### src/rtl/dac_pkg.sv
// Shared definitions for the DAC setpoint controllers: widths, scan-FSM
// states, channel-index sizing and the per-channel slew arithmetic.
package dac_pkg;

  localparam int DAC_W   = 10;
  localparam int DAC_NCH = 4;

  typedef enum logic {
    ST_IDLE = 1'b0,
    ST_SCAN = 1'b1
  } state_t;

  // Bits needed to address nch channels (at least one bit).
  function automatic int ch_idx_w(input int nch);
    return (nch > 1) ? $clog2(nch) : 1;
  endfunction

  // Move cur toward tgt by at most step. The arithmetic is done in a signed
  // type wider than any DAC code, so the difference never wraps and the
  // result always lies between cur and tgt (no overshoot).
  function automatic int slew_step(input int cur, input int tgt, input int step);
    int d;
    d = tgt - cur;
    if (d > step)  return cur + step;
    if (d < -step) return cur - step;
    return tgt;
  endfunction

endpackage

### src/rtl/dac_slew_ctrl_tick_gen.sv
// Free-running divider: emits a one-cycle tick every DIV clocks, when the
// counter reaches DIV-1. Reusable by any slow periodic controller.
module tick_gen #(
  parameter int DIV = 4096
) (
  input  logic clk,
  input  logic rst,
  output logic tick
);

  localparam int CW = (DIV > 2) ? $clog2(DIV) : 1;

  logic [CW-1:0] cnt;

  assign tick = (cnt == CW'(DIV - 1));

  // Count 0..DIV-1 and wrap; reset restarts the period.
  always_ff @(posedge clk) begin
    // NOTE: state registers use non-blocking assignments so every flop
    // samples the pre-edge values, independent of block ordering.
    if (rst)       cnt <= '0;
    else if (tick) cnt <= '0;
    else           cnt <= cnt + 1'b1;
  end

endmodule

### src/rtl/dac_slew_ctrl.sv
// Multi-channel DAC setpoint controller. The host writes per-channel targets;
// on every slew tick a scan FSM visits each channel once and moves its
// current code toward the target by at most STEP, so the analog control
// voltages ramp instead of stepping.
module dac_slew_ctrl
  import dac_pkg::*;
#(
  parameter int NCH       = DAC_NCH,
  parameter int W         = DAC_W,
  parameter int STEP      = 4,
  parameter int TICK_DIV  = 4096,
  parameter int RESET_VAL = 512
) (
  input  logic             clk,
  input  logic             rst,
  input  logic             wr_valid,
  output logic             wr_ready,
  input  logic [2:0]       wr_ch,
  input  logic [W-1:0]     wr_data,
  input  logic             wr_imm,
  output logic [NCH*W-1:0] v_out,
  output logic [NCH-1:0]   busy,
  output logic             settled
);

  localparam int IW = ch_idx_w(NCH);

  // A scan takes NCH cycles plus one IDLE cycle to pick up the next tick;
  // a shorter tick period would drop ticks.
  if (TICK_DIV < NCH + 2) begin : g_bad_div
    $error("dac_slew_ctrl: TICK_DIV must be >= NCH+2");
  end
  if (NCH < 2 || NCH > 8) begin : g_bad_nch
    $error("dac_slew_ctrl: NCH must be in 2..8");
  end
  if (STEP < 1 || STEP > (1 << W) - 1) begin : g_bad_step
    $error("dac_slew_ctrl: STEP must be in 1..2^W-1");
  end

  logic tick;

  tick_gen #(.DIV(TICK_DIV)) u_tick (
    .clk  (clk),
    .rst  (rst),
    .tick (tick)
  );

  state_t         state, state_nx;
  logic [IW-1:0]  idx, idx_nx;
  logic [W-1:0]   tgt    [NCH];
  logic [W-1:0]   tgt_nx [NCH];
  logic [W-1:0]   cur    [NCH];
  logic [W-1:0]   cur_nx [NCH];
  logic [NCH-1:0] busy_nx;
  logic           settled_nx;

  logic           wr_fire;
  logic           wr_ch_ok;
  logic [IW-1:0]  wr_idx;

  // Writes are only taken between scans, so the scan never sees a target
  // change halfway through a channel visit.
  assign wr_ready = (state == ST_IDLE);
  assign wr_fire  = wr_valid && wr_ready;
  assign wr_ch_ok = (int'(wr_ch) < NCH);
  assign wr_idx   = wr_ch[IW-1:0];

  // Scan FSM and datapath next-state: slew one channel per SCAN cycle, then
  // overlay any accepted host write.
  always_comb begin
    // NOTE: every variable gets a default before any branch, so no path
    // leaves one unassigned and no latch is inferred.
    state_nx = state;
    idx_nx   = idx;
    tgt_nx   = tgt;
    cur_nx   = cur;

    unique case (state)
      ST_IDLE: begin
        if (tick) begin
          state_nx = ST_SCAN;
          idx_nx   = '0;
        end
      end
      ST_SCAN: begin
        cur_nx[idx] = W'(slew_step(int'(cur[idx]), int'(tgt[idx]), STEP));
        if (idx == IW'(NCH - 1)) state_nx = ST_IDLE;
        else                     idx_nx   = idx + 1'b1;
      end
      default: state_nx = ST_IDLE;
    endcase

    // A write only fires in IDLE, so it never collides with a slew update.
    if (wr_fire && wr_ch_ok) begin
      tgt_nx[wr_idx] = wr_data;
      if (wr_imm) cur_nx[wr_idx] = wr_data;
    end
  end

  // Status flags derived from next-state values so that, once registered,
  // they line up with v_out on the same cycle.
  always_comb begin
    busy_nx = '0;
    for (int k = 0; k < NCH; k++) busy_nx[k] = (cur_nx[k] != tgt_nx[k]);
    settled_nx = (busy_nx == '0) && (state_nx == ST_IDLE);
  end

  // FSM state register.
  always_ff @(posedge clk) begin
    if (rst) begin
      state <= ST_IDLE;
      idx   <= '0;
    end else begin
      state <= state_nx;
      idx   <= idx_nx;
    end
  end

  // Channel registers and status flags.
  always_ff @(posedge clk) begin
    if (rst) begin
      // NOTE: the target/current arrays are reset explicitly because the
      // DAC outputs must come up at a defined code; plain storage arrays
      // would normally be left without reset.
      for (int k = 0; k < NCH; k++) begin
        tgt[k] <= W'(RESET_VAL);
        cur[k] <= W'(RESET_VAL);
      end
      busy    <= '0;
      settled <= 1'b1;
    end else begin
      tgt     <= tgt_nx;
      cur     <= cur_nx;
      busy    <= busy_nx;
      settled <= settled_nx;
    end
  end

  for (genvar k = 0; k < NCH; k++) begin : g_vout
    assign v_out[k*W +: W] = cur[k];
  end

endmodule

### config.mk
export PLATFORM = sky130hd
export DESIGN_NAME = dac_slew_ctrl
export DESIGN_NICKNAME = d
export VERILOG_FILES = /design/src/rtl/dac_pkg.sv /design/src/rtl/dac_slew_ctrl_tick_gen.sv /design/src/rtl/dac_slew_ctrl.sv
export SDC_FILE = /design/constraint.sdc
export NUM_CORES = 1
export LEC_CHECK = 0
export BUFFER_PORTS_ARGS = -buffer_cell sky130_fd_sc_hd__buf_2
export CORE_MARGIN = 4
export CORE_UTILIZATION = 28
export DETAILED_ROUTE_END_ITERATION = 7
export PLACE_DENSITY = 0.43
export SYNTH_ARGS = -nofsm -noshare
export SYNTH_HDL_FRONTEND = slang
export SYNTH_SLANG_ARGS = --single-unit
### constraint.sdc
create_clock -name clk -period 10.2 [get_ports clk]
set_input_delay 2.04 -clock clk [delete_from_list [all_inputs] [get_ports clk]]
set_output_delay 2.04 -clock clk [all_outputs]
set_load 0.01 [all_outputs]
==> metrics.yaml, run 1 <==
status: "complete, no violations"
worst-path-max-fanout: 27
leakage_component_of_the_power_nw: 3.04
synthDistinctLibCells: 68
final_antenna_violating_net_count: 0
track_usage_pct: 19.6
place_congestion: 0.864
synth.avg_cell_area_um2: 8.02
fmaxAchievable_ghz: 0.160
timing_max_transition_violations_final: 0
worst_slack_ns: 3.96
worst_hold_path.endpoint: "u_tick.cnt[0]"
fin_crit_sh_pct: 61.1
clock_skew_ns: 0.0115
h-tree-depth: 3
drc_violations: 0
placed_cell_area_um2: 7580
synth_instances: 871
fin_total_pwr_mw: 1.04
most-common-layout-cells: "nor2_1, dfxtp_1, nand2_1, buf_2, mux2i_1"
worstReg2RegEnd: "settled"
synth_top_area_cell: "dfxtp_1"
cts.clk_slew.worst_paths_ns: 0.07
synth_async_sr_flop_share_pct: 0
sum_of_overflow_across_all_layers_after_global_routing: 0
min_path_type: "register to register"
post_cts.resized_instances: 0
synth_seq_cells: 100
criticalPathCategory: "register to register"
area_growth_syn_to_layout_pct: 13.2
cts-root-buf: "clkbuf_16"
wl_mm: 27.6
grt_pass1_vias: 6595
max-vdd-ir-drop_mv: 0.0793
grt_max_degree: 67
ys_warn_count: 0
grt_antenna_before_repair: 1
floorplan.io_pins: 63
commonest_non_fill_non_tap_cell_in_the_layout: "nor2_1"
critical_path_required_ns: 10.47
cts-root-to-sink-buffers: 2
post_synth_main_area_contributors: "dfxtp_1, mux2i_1, nor2_1"
clock-sinks: 100
height_of_the_die_um: 166
setup_violations: 0
timing.setup.tns_ns: 0
relSlewSlack_pct: 23.7
drt_pre_antenna_iters: 5
core_region_area_um2: 24500
die-area_um2: 27500
die_width_um: 166
nets: 934
fillCellCount: 2623
drt-initial-drc-count: 518
hold_depth: 1
launch_instance_of_the_worst_min_delay_path: "u_tick.cnt[0]"
max_slew.worst_pin.slew_ns: 1.14
wl_per_cell_um: 22.5
powerDensity_nw_per_um2: 132
worst_setup_path_start_kind: "register"
place.port_buffers: 62
worst_ep_arrival_time_ns: 6.51
dr_total_vias: 6720
worst_r2r_startpoint: "idx[0]"
vias_per_cell: 5.47
final.min_clock_period_ns: 6.24
synth-edff-count: 0
cell_area_synth_um2: 6980
grt_pass1_wl_mm: 41.8
post_cts_setup_buffer_count: 0
detailedPlace.worstSlack_ns: 4.01
reg2regPathDepth: 14
rrSetupSlack_ns: 3.96
antenna_diodes: 0
clk_lat_worst_skew_ns: 0.37
layout-drive-gt1-share_pct: 14.3
synthDominantCellAreaShare_pct: 28.7
final_count_of_hold_timing_violations: 0
synthFlopType: "dfxtp_1"
stdcell_area_um2: 7900
start_util_pct: 28.5
synth_seq_area_share_pct: 28.7
max_cap_viol: 0
dpl.hpwl_mm: 20.1
cts_made_buffers: 9
mappedNetlistNets: 906
tritoncts: "built"
post_cts_hold_buffer_count: 0
rows: 57
crit_path_end_kind: "register"
grt_setup_unrepaired: "false"
critical path: stages (launching register included):
cell and delay (ns):
dfxtp_2 0.93, mux4_2 0.67, fa_1 0.51, a211oi_1 0.30
o21ai_1 0.22, xor2_1 0.21, a2111oi_0 0.45, nand2_1 0.23
o32ai_4 0.55, mux2i_1 0.74, a21oi_1 0.14, a211o_1 0.34
a2111oi_2 0.30, o2111ai_1 0.18, o41ai_2 0.34
cell type report:
cell class / count / area (um^2) / share of cell area, %
Timing Repair Buffer: 75 / 408 / 5.16
Inverter: 26 / 97.6 / 1.23
Sequential cell: 100 / 2000 / 25.3
Multi-Input combinational cell: 687 / 4660 / 59.0
Tap cell: 324 / 405 / 5.13
Clock buffer: 10 / 229 / 2.90
Clock inverter: 6 / 96.3 / 1.22
logic make-up (layout without fill, tap and decap cells):
| family | count (synthesis) | in the layout | synth area share (%) |
|---|---|---|---|
| buffers and inverters | 84 | 117 | 4.71 |
| XOR/XNOR | 48 | 48 | 6.02 |
| adder cells (fa/ha/maj) | 18 | 18 | 3.33 |
| AO/OA/AOI/OAI | 200 | 200 | 19.8 |
| flip-flops | 100 | 100 | 28.7 |
| AND/OR/NAND/NOR | 336 | 336 | 21.9 |
| multiplexers | 85 | 85 | 15.5 |
synthesized netlist by cell type, drive strengths merged, types with 17 or more instances:
| master | n |
|---|---|
| and2 | 17 |
| inv | 26 |
| a211oi | 26 |
| nand3 | 25 |
| xnor2 | 28 |
| nand2 | 65 |
| nor3 | 34 |
| nor2 | 139 |
| xor2 | 20 |
| mux2i | 60 |
| o21ai | 40 |
| mux4 | 18 |
| dfxtp | 100 |
| clkbuf | 49 |
| a21oi | 50 |
| ha | 17 |
metrics by stage:
step	hold WS, ns	std cells	util (%)
CTS	0.480	1228	32.3
detailed placement	0.461	1212	31.0
global route	0.502	1228	32.3
floorplan	0.430	871	-
finish	0.480	1228	32.3
global placement	0.452	1212	31.0
power by group:
part	switching (mW)	total [mW]	internal [mW]
sequential	0.00825	0.408	0.400
combinational	0.157	0.237	0.0801
clock	0.177	0.395	0.219
registers in the layout, summed over array words and instances (netlist names):
signal	cells
tgt	40
v_out	40
u_tick.cnt	12
busy	4
idx	2
settled	1
state	1
worst max-delay path by stage:
stage,end,start,cells after the start
final,settled,idx[0],14
after global routing,settled,idx[0],13
after detailed placement,settled,idx[0],15
after floorplan,settled,idx[1],20
after global placement,settled,idx[0],14
after CTS,settled,idx[0],14
per-layer routing:
metal	GRT usage, %	part of all wire (%)
met5	0	0.047
met1	26.5	46
met3	3.17	4.3
met2	32.4	47
met4	5.52	2.3
No activity file was read; power rests on OpenSTA's default activity.
==> inputs of run 2 (changes only) <==
--- a/config.mk
+++ b/config.mk
@@ -5,6 +5,7 @@
 export SDC_FILE = /design/constraint.sdc
 export NUM_CORES = 1
 export LEC_CHECK = 0
+export ABC_AREA = 1
 export BUFFER_PORTS_ARGS = -buffer_cell sky130_fd_sc_hd__buf_2
 export CORE_MARGIN = 4
 export CORE_UTILIZATION = 28
==> constraint.sdc (replaced) <==
create_clock -name clk -period 5.8 [get_ports clk]
set_input_delay 1.16 -clock clk [delete_from_list [all_inputs] [get_ports clk]]
set_output_delay 1.16 -clock clk [all_outputs]
set_load 0.01 [all_outputs]
==> metrics.yaml, run 2 <==
cts-root-buf: "clkbuf_16"
drc_violations: 0
synthFlopType: "dfxtp_1"
worst-path-max-fanout: 20
clk_lat_worst_skew_ns: 0.36
fin_total_pwr_mw: 1.76
register_area_um2: 2000
die_width_um: 165
met3_length_mm: 1.20
wl_mm: 27.7
cts_made_buffers: 9
place.port_buffers: 62
synth_top_area_cell: "dfxtp_1"
synthDominantCellAreaShare_pct: 29.0
worst_ep_arrival_time_ns: 4.91
critical_path_required_ns: 6.09
worst_path_largest_cell_delay_ns: 0.43
synth_seq_area_share_pct: 29.0
max_slew.worst_pin.slew_ns: 0.930
routedLengthMet1_mm: 13.0
synth_instances: 1164
timing_max_transition_violations_final: 0
ys_warn_count: 0
grt_pass1_wl_mm: 42.2
synthDistinctLibCells: 43
worst_setup_path_start_kind: "register"
critPathSlowestCell: "o22ai_1"
clock_skew_ns: 0.0115
post_cts_setup_buffer_count: 0
powerDensity_nw_per_um2: 226
grt_pass1_vias: 6846
h-tree-depth: 3
fmaxAchievable_ghz: 0.217
status: "complete, no violations"
fillCellCount: 2750
sum_of_overflow_across_all_layers_after_global_routing: 0
core_region_area_um2: 24300
place_congestion: 0.944
grt_max_degree: 80
rows: 57
min_path_type: "register to register"
dpl.hpwl_mm: 21.6
commonest_non_fill_non_tap_cell_in_the_layout: "nand2_1"
crit_start: "idx[0]"
setup_violations: 0
layout-drive-gt1-share_pct: 11.1
grt_setup_unrepaired: "false"
height_of_the_die_um: 165
dr_total_vias: 7324
maxUsedRoutingLayer: "met4"
max-vdd-ir-drop_mv: 0.133
drt-initial-drc-count: 619
fin_crit_sh_pct: 79.6
synth_most_common_cell: "nand2_1"
cell_area_synth_um2: 6910
post_synth_main_area_contributors: "dfxtp_1, nand2_1, nand3_1"
tritoncts: "built"
mappedNetlistNets: 1199
worst_r2r_startpoint: "idx[0]"
reg2regPathDepth: 28
synth_seq_cells: 100
crit_end: "settled"
nets: 1242
final.min_clock_period_ns: 4.61
leakage_component_of_the_power_nw: 3.88
final_antenna_violating_net_count: 0
cts.clk_slew.worst_paths_ns: 0.08
max_cap_viol: 0
synth.avg_cell_area_um2: 5.94
clock-sinks: 100
start_util_pct: 28.4
synth-edff-count: 0
synth_async_sr_flop_share_pct: 0
vias_per_cell: 4.77
dr_wl_met2_mm: 12.9
worstReg2RegEnd: "settled"
drt_pre_antenna_iters: 5
crit_path_end_kind: "register"
criticalPathCategory: "register to register"
grt_antenna_before_repair: 0
post_cts.resized_instances: 0
floorplan.io_pins: 63
post_cts_hold_buffer_count: 0
antenna_diodes: 0
critical-path-top-cell-by-count: "nand2_1"
final_count_of_hold_timing_violations: 0
most-common-layout-cells: "nand2_1, nor2_1, nand3_1, inv_1, dfxtp_1"
cts-root-to-sink-buffers: 2
wl_per_cell_um: 18.0
track_usage_pct: 20.7
timing.setup.tns_ns: 0
rrSetupSlack_ns: 1.19
area_growth_syn_to_layout_pct: 12.8
relSlewSlack_pct: 38.0
ys_top_cells_by_count: "nand2_1, nor2_1, nand3_1, inv_1, dfxtp_1"
die-area_um2: 27300
multi_input_area_um2: 4170
[run 2: cell count changes after synthesis, sizes merged, moves of 13 or more]
| cell | change |
|---|---|
| a211oi | -26 |
| a21oi | -30 |
| and2 | -17 |
| clkbuf | -24 |
| inv | +113 |
| mux2i | -60 |
| mux4 | -18 |
| nand2 | +346 |
| nand3 | +133 |
| nor3 | -27 |
| o21ai | +29 |
| or3 | -13 |
| xnor2 | -24 |
[run 2: metal layers]
layer / global-route usage (%) / vias to the layer above
li1: - / 3748
met1: 28.9 / 3353
met2: 33.8 / 189
met3: 2.38 / 34
met4: 5.56 / 0
met5: 0 / -
[run 2: cell families (layout without fill, tap and decap cells)]
family	after synthesis	count (layout)	synth area share, %
AND/OR/NAND/NOR	737	737	46.1
buffers and inverters	184	232	10.8
AO/OA/AOI/OAI	109	109	8.78
flip-flops	100	100	29.0
adder cells (fa/ha/maj)	18	18	3.37
XOR/XNOR	16	16	2.03
[run 2: per-stage QoR]
stage | worst slack [ns] | instance area, um^2 | hold WS [ns] | util, % | std cells
global placement | 1.23 | 7500 | 0.434 | 30.9 | 1520
global route | 0.806 | 7800 | 0.471 | 32.1 | 1536
finish | 1.19 | 7800 | 0.452 | 32.1 | 1536
detailed placement | 1.30 | 7500 | 0.438 | 30.9 | 1520
floorplan | 2.10 | 6910 | 0.418 | - | 1164
CTS | 1.25 | 7800 | 0.458 | 32.1 | 1536
[run 2: how the worst min path moves through the flow]
stage / from / endpoint / slack (ns) / depth (start not counted)
2_1_floorplan: u_tick.cnt[0] / u_tick.cnt[0] / 0.42 / 1
3_3_place_gp: u_tick.cnt[0] / u_tick.cnt[0] / 0.43 / 1
3_5_place_dp: u_tick.cnt[0] / u_tick.cnt[0] / 0.44 / 1
4_1_cts: u_tick.cnt[0] / u_tick.cnt[0] / 0.46 / 1
5_1_grt: u_tick.cnt[0] / u_tick.cnt[0] / 0.47 / 1
6_report: u_tick.cnt[0] / u_tick.cnt[0] / 0.45 / 1
[run 2: area by class of cell]
class	count	area share, %
multi-input cells	880	53.4
flip-flops and latches	100	25.7
inverters	143	6.88
well taps	324	5.20
repair buffers	73	5.04
clock buffers	9	2.89
clock inverters	7	0.914
[run 2: where the power goes]
| group | switching (mW) | leakage, nW | internal (mW) | total [mW] |
|---|---|---|---|---|
| Sequential | 0.0149 | 0.812 | 0.705 | 0.720 |
| Combinational | 0.300 | 2.93 | 0.119 | 0.418 |
| Clock | 0.316 | 0.146 | 0.306 | 0.622 |
[run 2: worst max-delay path: cells and delay by family, from the launching register on]
kind,cells,cell delay (ns)
and+or+nand+nor,17,2.11
buffers and inverters,6,0.89
DFF,1,0.33
AOI/OAI and AO/OA,4,0.80
adders and majority gates,1,0.40
==> inputs of run 3 (changes only) <==
==> constraint.sdc (replaced) <==
create_clock -name clk -period 4.7 [get_ports clk]
set_input_delay 0.94 -clock clk [delete_from_list [all_inputs] [get_ports clk]]
set_output_delay 0.94 -clock clk [all_outputs]
set_load 0.01 [all_outputs]
==> metrics.yaml, run 3 (synthesis gave the netlist of run 2 again) <==
clock_skew_ns: 0.00981
height_of_the_die_um: 165
clk_lat_worst_skew_ns: 0.37
timing.setup.tns_ns: 0
fin_total_pwr_mw: 2.20
die_width_um: 165
register_area_um2: 2000
start_util_pct: 28.4
h-tree-depth: 3
postLayoutCoreUtil_pct: 32.5
post_cts_hold_buffer_count: 0
dr_total_vias: 7453
tritoncts: "built"
reg2regPathDepth: 26
hold_depth: 1
nets: 1252
setup_violations: 0
cts.clk_slew.worst_paths_ns: 0.08
area_growth_syn_to_layout_pct: 14.3
commonest_non_fill_non_tap_cell_in_the_layout: "nand2_1"
max_slew.worst_pin.slew_ns: 0.597
layout-drive-gt1-share_pct: 12.3
vias_per_cell: 4.82
most-common-layout-cells: "nand2_1, nand3_1, nor2_1, inv_1, dfxtp_1"
dpl.hpwl_mm: 22.4
detailedPlace.worstSlack_ns: 0.338
place.port_buffers: 62
drt_pre_antenna_iters: 5
die-area_um2: 27300
max-vdd-ir-drop_mv: 0.164
relSlewSlack_pct: 60.2
core_region_area_um2: 24300
sum_of_overflow_across_all_layers_after_global_routing: 0
drt-initial-drc-count: 589
track_usage_pct: 21.1
critPathSlowestCell: "fa_1"
fillCellCount: 2768
final_count_of_hold_timing_violations: 0
final.min_clock_period_ns: 4.27
wl_mm: 28.4
leakage_component_of_the_power_nw: 3.94
worst_slack_ns: 0.426
multi_input_area_um2: 4190
min_path_type: "register to register"
worst_path_largest_cell_delay_ns: 0.42
critical_path_required_ns: 5.00
criticalPathCategory: "register to register"
drc_violations: 0
fmaxAchievable_ghz: 0.234
cts-root-buf: "clkbuf_16"
grt_max_degree: 52
crit_path_end_kind: "register"
grt_antenna_before_repair: 0
status: "complete, no violations"
worst_setup_path_start_kind: "register"
cp.buffers_inverters: 3
grt_pass1_wl_mm: 43.0
floorplan.io_pins: 63
worst_ep_arrival_time_ns: 4.57
worst_case_hold_slack_ns: 0.446
cts-root-to-sink-buffers: 2
timing_max_transition_violations_final: 0
cts_made_buffers: 9
clock-sinks: 100
grt_pass1_vias: 6956
place_congestion: 0.930
antenna_diodes: 0
fin_crit_sh_pct: 90.9
rows: 57
powerDensity_nw_per_um2: 279
critical_path_depth: 26
worst-path-max-fanout: 17
max_cap_viol: 0
wl_per_cell_um: 18.3
final_antenna_violating_net_count: 0
timing.critical_path.max_delay_family: "simple AND/OR/NAND/NOR gates"
[run 3: changes by cell type in the layout (fill, tap and decap cells not counted), sizes merged]
cell,delta
inv,-1
clkinv,+1
buf,+10
[run 3: layout make-up]
cell class                 count  area share (%)
multi-input combinational    880            53.0
timing repair buffer          83            5.97
sequential                   100            25.3
inverter                     143            6.82
clock inverter                 7           0.934
clock buffer                   9            2.85
tap                          324            5.13
[run 3: worst paths after layout]
| kind | endpoint | start | slack [ns] |
|---|---|---|---|
| max | settled | idx[0] | 0.43 |
| min reg2reg | u_tick.cnt[0] | u_tick.cnt[0] | 0.45 |
| min | u_tick.cnt[0] | u_tick.cnt[0] | 0.45 |
| max reg2reg | settled | idx[0] | 0.43 |
[run 3: through the flow]
step | cell area, um^2 | cells
final | 7900 | 1546
after global routing | 7900 | 1546
after CTS | 7880 | 1546
after detailed placement | 7580 | 1530
after global placement | 7580 | 1530
after floorplan | 6910 | 1164
[run 3: repair_timing]
item | in CTS | in global routing
buffers inserted | 0 | 0
gates resized for setup | 0 | 8
setup endpoints to repair | 0 | 1
[run 3: layer usage]
layer | vias up | share of wire, % | GRT usage, %
li1 | 3766 | - | -
met1 | 3459 | 46 | 28.7
met2 | 198 | 48 | 35.8
met3 | 30 | 4.4 | 2.16
met4 | 0 | 1.9 | 5.37
met5 | - | 0 | 0
[run 3: power by group]
part,internal [mW],leakage (nW),switching (mW),total (mW)
logic,0.154,2.98,0.373,0.527
clock network,0.379,0.147,0.406,0.785
registers,0.870,0.812,0.0196,0.890
[run 3: worst register-to-register path, stage by stage, from the launching register on]
cell and delay [ns]:
dfxtp_2 0.36, buf_4 0.20, a21oi_1 0.16, a32o_1 0.26, ha_1 0.18, inv_1 0.08, fa_1 0.42, or2_2 0.33
nand3_1 0.08, nand3_1 0.09, nor2_1 0.09, nand3_1 0.08, nor2_1 0.09, nand2_1 0.09, nand2_4 0.18, inv_2 0.11
nand2_1 0.16, nand3_1 0.18, nand2_1 0.13, nand3_1 0.07, nand2_1 0.07, nand2_1 0.06, nor2_1 0.21, nand3_2 0.16
nor2_2 0.20, nand3_1 0.10, nand2_1 0.07
